File: src/rtl/axi_read_arbiter.sv
// Round-robin arbiter sharing one AXI4 read channel between the icache and dcache
// refill engines: one AR at a time, R beats steered back to the granted requester.
module axi_read_arbiter #(
  parameter int ADDR_W = 32,
  parameter int DATA_W = 32,
  parameter int LEN_W  = 8
) (
  input  logic              clock,
  input  logic              reset,
  input  logic              io_i_rreq,
  input  logic [ADDR_W-1:0] io_i_raddr,
  input  logic [LEN_W-1:0]  io_i_rlen,
  output logic              io_i_ack,
  output logic              io_i_rvalid,
  input  logic              io_d_rreq,
  input  logic [ADDR_W-1:0] io_d_raddr,
  input  logic [LEN_W-1:0]  io_d_rlen,
  output logic              io_d_ack,
  output logic              io_d_rvalid,
  output logic [DATA_W-1:0] io_ret_rdata,
  output logic              io_ret_rlast,
  output logic              io_ret_rerr,
  output logic [ADDR_W-1:0] io_araddr,
  output logic [LEN_W-1:0]  io_arlen,
  output logic [2:0]        io_arsize,
  output logic [1:0]        io_arburst,
  output logic              io_arvalid,
  input  logic              io_arready,
  input  logic [DATA_W-1:0] io_rdata,
  input  logic [1:0]        io_rresp,
  input  logic              io_rvalid,
  output logic              io_rready,
  input  logic              io_rlast,
  output logic [1:0]        dbg_state
);

  // Handshakes: AR transfers when io_arvalid && io_arready, R beats transfer when
  // io_rvalid && io_rready; a request is consumed in the cycle its io_x_ack is high.
  typedef enum logic [1:0] {
    S_IDLE = 2'd0,
    S_AR   = 2'd1,
    S_R    = 2'd2
  } state_t;

  state_t            state, state_nxt;
  logic              last_grant;  // 1 = dcache, 0 = icache
  logic              owner;       // 1 = dcache, 0 = icache
  logic [ADDR_W-1:0] addr_q;
  logic [LEN_W-1:0]  len_q;
  logic [LEN_W:0]    cnt;
  logic              i_win, d_win, grant, beat;

  always_comb begin
    i_win = io_i_rreq && (!io_d_rreq || last_grant);
    d_win = io_d_rreq && (!io_i_rreq || !last_grant);
    grant = (state == S_IDLE) && (i_win || d_win);
    beat  = (state == S_R) && io_rvalid;
  end

  always_ff @(posedge clock or posedge reset) begin
    if (reset) state <= S_IDLE;
    else       state <= state_nxt;
  end

  always_comb begin
    state_nxt = state;
    case (state)
      S_IDLE:  if (i_win || d_win) state_nxt = S_AR;
      S_AR:    if (io_arready) state_nxt = S_R;
      S_R:     if (beat && io_rlast) state_nxt = S_IDLE;
      default: state_nxt = S_IDLE;
    endcase
  end

  always_comb begin
    io_i_ack     = grant && i_win;
    io_d_ack     = grant && d_win;
    io_arvalid   = (state == S_AR);
    io_araddr    = addr_q;
    io_arlen     = len_q;
    io_arsize    = 3'b010;
    io_arburst   = 2'b01;
    io_rready    = (state == S_R);
    io_i_rvalid  = beat && !owner;
    io_d_rvalid  = beat && owner;
    io_ret_rdata = io_rdata;
    io_ret_rlast = io_rlast;
    // Flag bad responses and any beat whose rlast disagrees with the requested length.
    io_ret_rerr  = beat && ((io_rresp != 2'b00) ||
                            (io_rlast && (cnt != {1'b0, len_q})) ||
                            (!io_rlast && (cnt >= {1'b0, len_q})));
    dbg_state    = state;
  end

  always_ff @(posedge clock or posedge reset) begin
    if (reset) begin
      last_grant <= 1'b0;
      owner      <= 1'b0;
      addr_q     <= '0;
      len_q      <= '0;
      cnt        <= '0;
    end else begin
      if (grant) begin
        owner  <= d_win;
        addr_q <= d_win ? io_d_raddr : io_i_raddr;
        len_q  <= d_win ? io_d_rlen  : io_i_rlen;
      end
      if (beat) begin
        if (io_rlast) begin
          cnt        <= '0;
          last_grant <= owner;
        end else if (cnt != '1) begin
          cnt <= cnt + (LEN_W+1)'(1);
        end
      end
    end
  end

endmodule

File: config.mk
export PLATFORM = sky130hd
export DESIGN_NAME = axi_read_arbiter
export DESIGN_NICKNAME = d
export VERILOG_FILES = /design/src/rtl/axi_read_arbiter.sv
export SDC_FILE = /design/constraint.sdc
export NUM_CORES = 1
export LEC_CHECK = 0
export ABC_CLOCK_PERIOD_IN_PS = 2150
export CORE_ASPECT_RATIO = 0.75
export CORE_MARGIN = 8
export CORE_UTILIZATION = 36
export CTS_CLUSTER_SIZE = 14
export DETAILED_ROUTE_END_ITERATION = 10
export GPL_TIMING_DRIVEN = 0
export MAX_ROUTING_LAYER = met4
export PLACE_DENSITY_LB_ADDON = 0.05
export SLEW_MARGIN = 0
export SYNTH_ARGS = -nofsm -noshare
export SYNTH_HDL_FRONTEND = slang
export SYNTH_SLANG_ARGS = --single-unit
File: constraint.sdc
create_clock -name clock -period 2.15 [get_ports clock]
set_input_delay 0.3225 -clock clock [delete_from_list [all_inputs] [get_ports clock]]
set_output_delay 0.3225 -clock clock [all_outputs]
set_load 0.01 [all_outputs]
==> impl_metrics.ini, run 1 <==
[timing]
setup_viol_count_final = 0
fin_crit_sh = 0.9668
timing.final.max_slew_violations = 0
finalSetupTns_ns = 0
fmax_ghz = 0.4811
min_period_ns = 2.079
finalHoldViolCount = 0
skew_ns = 0.003923
worst_pin_slew_ns = 0.5453
maxSlewHeadroom = 0.6365

[yosys]
avgSynthCellArea_sq_um = 9.415
ys_async_sr_fraction = 1.000
ys_seq_area_frac = 0.4321
ys_ff_latch = 53
synth-edff-count = 0
synthCells = 326
syn_area_sq_um = 3069
synthFlopType = dfrtp_1
ys_types = 41
yosys.area.top_type = dfrtp_1
synth-warning-count = 0
yosys.area.top_type_share = 0.4321
yosys-top-cells-area = dfrtp_1 (43%), mux2i_1 (13%), buf_4 (9.3%), a21oi_1 (7.7%), nor2_1 (5.7%)

[setup_path]
crit_type = flop to output port
critPathTopFamily = compound AO/OA/AOI/OAI gates
cp.buffers_inverters = 1
worstPathArrival_ns = 1.76
path_max_fanout = 2
slowest_stage = dfrtp_2
slowest_delay_ns = 0.44
crit_cells = 6
path_cells = ha_4, nand3_4, o21bai_4, a311oi_2, o31a_1, buf_2
end_kind = output port
cp.required_ns = 1.83
reg2reg_depth = 8
start_kind = flop

[die]
fp.dieArea_sq_um = 11770
fp.dieH_microns = 95.97
num_rows = 29
die_width_microns = 122.6
start_util = 0.3662
core-area_sq_um = 8382
io_pins = 208

[pwr]
power_leakage_nw = 2.314
powerDensity_nw_per_um2 = 1050
irDropWorstVdd_v = 0.0004862

[routing]
drt-total-wl_microns = 10180
ant_nets = 0
firstDrtPassIters = 4
viasPerCell = 4.721
wl_per_cell_microns = 16.23
initialDrtViolationCount = 110
vias = 2960
drc_errors = 0

[clock_network]
numCtsBuffers = 5
clk_latency_ns = 0.28
cts_tree = done
root_buffer = clkbuf_16
cts_sinks = 53
h-tree-depth = 2
cts_max_path_buffers = 2
path_clk_slew_ns = 0.07

[global_route]
overflow = 0
grtUsageTotal = 0.1662
antenna_found_initial = 0
grt_max_degree = 32
grt_pass1_vias = 2999
grt_pass1_wl_microns = 14900

[finish]
drive_gt1_frac = 0.1715
num-fill-cells = 715
area_delta_synth_final_pct = 73.30
final_area_sq_um = 5319
nets = 649
antenna_cells_inserted = 0

[place]
io_buffers = 170
dp_hpwl_microns = 8215
placed_area_sq_um = 4937
routabilityCongestion = 0.8153

[hold_path]
worst_hold_path_type = input port to async pin

[run_status]
status = finished, final reports clean

[run]
drv_cap = 0
## final timing paths
check,from,to,slack [ns]
setup / recovery,cnt[2]$_DFFE_PP0P_,io_ret_rerr,0.07
hold / removal,reset,io_araddr[16]$_DFFE_PP0P_,0.39
setup reg to reg,cnt[1]$_DFFE_PP0P_,cnt[7]$_DFFE_PP0P_,0.13
hold reg to reg,io_araddr[21]$_DFFE_PP0P_,io_araddr[21]$_DFFE_PP0P_,0.53
max in group asynchronous,reset,io_arlen[0]$_DFFE_PP0P_,1.22
min in group clock,io_araddr[21]$_DFFE_PP0P_,io_araddr[21]$_DFFE_PP0P_,0.53
## metal layers
metal,track usage,vias up,wire length [microns],share of wire
li1,-,1453,-,-
met1,0.1992,1361,4277,0.42
met2,0.2683,144,4773,0.47
met3,0.06038,2,1083,0.11
met4,0.02730,0,45,0.0044
met5,-,-,0,0
## what timing repair did
item	in CTS	in global routing
endpoints found under the setup margin	5	6
pin swaps	2	5
setup buffers	8	3
hold buffers	0	0
gates resized for setup	12	17
## where the power goes
group	switching, mW	internal [mW]	leakage [nW]	total, mW
logic	1.37	1.57	1.62	2.94
clock network	0.339	0.582	0.0841	0.921
registers	0.287	1.43	0.605	1.72
## cells by family (layout without fill, tap and decap cells)
kind of cell / after synthesis / count (layout) / share of synthesized area
fa+ha+maj: 10 / 10 / 0.04077
compound gates: 66 / 66 / 0.1207
flops: 53 / 53 / 0.4321
simple gates: 85 / 85 / 0.1313
mux: 41 / 41 / 0.1341
xor+xnor: 2 / 2 / 0.005708
other cells: 2 / 5 / 0.002447
buf+inv: 67 / 257 / 0.1329
## flip-flops by register name (all words and copies together) (netlist names)
signal	count
cnt	9
dbg_state	2
io_araddr	32
io_arlen	8
last_grant	1
owner	1
## worst reg2reg max path: cells and delay by family (launching register included)
family	cells	cell delay [ns]
flops	1	0.45
fa+ha+maj	2	0.48
simple gates	5	0.85
compound gates	1	0.16
## synthesized netlist by cell type (all sizes together), types with 2 or more instances
cell    count
dfrtp      53
nor3        6
nor2       47
and2        3
o21ai       5
nand2       7
nand2b      2
mux2i      40
ha         10
o21bai      2
buf        44
and3        3
a21oi      47
nor2b       2
conb        2
nand3       8
a22o        2
a21o        2
inv        14
or4         2
clkbuf      9
## stage by stage
stage / worst slack [ns] / utilization / power, mW / hold WS, ns / std cells
CTS: 0.001886 / 0.6217 / 5.498 / 0.4071 / 624
floorplan: 0.1945 / - / 2.981 / 0.4550 / 329
detailed placement: -0.2788 / 0.5890 / 4.454 / 0.5164 / 608
global route: -0.02069 / 0.6346 / 5.977 / 0.4366 / 627
finish: 0.07142 / 0.6346 / 5.586 / 0.3894 / 627
global placement: -0.5412 / 0.5867 / 4.407 / 0.5078 / 607
## cell type report
cell class                 count  area [sq um]  share of cell area
sequential                    53          1330              0.2501
buffer                        53         356.6             0.06704
inverter                      14         52.55            0.009880
clock inverter                 1         30.03            0.005646
multi-input combinational    209          1473              0.2769
timing repair buffer         182          1799              0.3383
clock buffer                   7         142.6             0.02682
tap                          108         135.1             0.02541
## placed cells by master, fill, tap and decap left out, drive strengths merged, types with 2 or more instances in the layout
cell and instances:
nand3 8, nand2 7, nor2 47, buf 57, a21o 2, ha 10
conb 5, clkdlybuf4s50 169, or4 2, a21oi 47, o21bai 2, mux2i 40
clkbuf 16, nor2b 2, a22o 2, nor3 6, nand2b 2, inv 14
and2 3, dfrtp 53, and3 3, o21ai 5
(Power assumes the default switching activity.)
==> run 2: changes to the inputs <==
--- a/config.mk
+++ b/config.mk
@@ -6,6 +6,7 @@
 export NUM_CORES = 1
 export LEC_CHECK = 0
 export ABC_CLOCK_PERIOD_IN_PS = 2150
+export CAP_MARGIN = 0
 export CORE_ASPECT_RATIO = 0.75
 export CORE_MARGIN = 8
 export CORE_UTILIZATION = 36
==> results of run 2 <==
Final layout, timing and power as in run 1 (identical DEF).
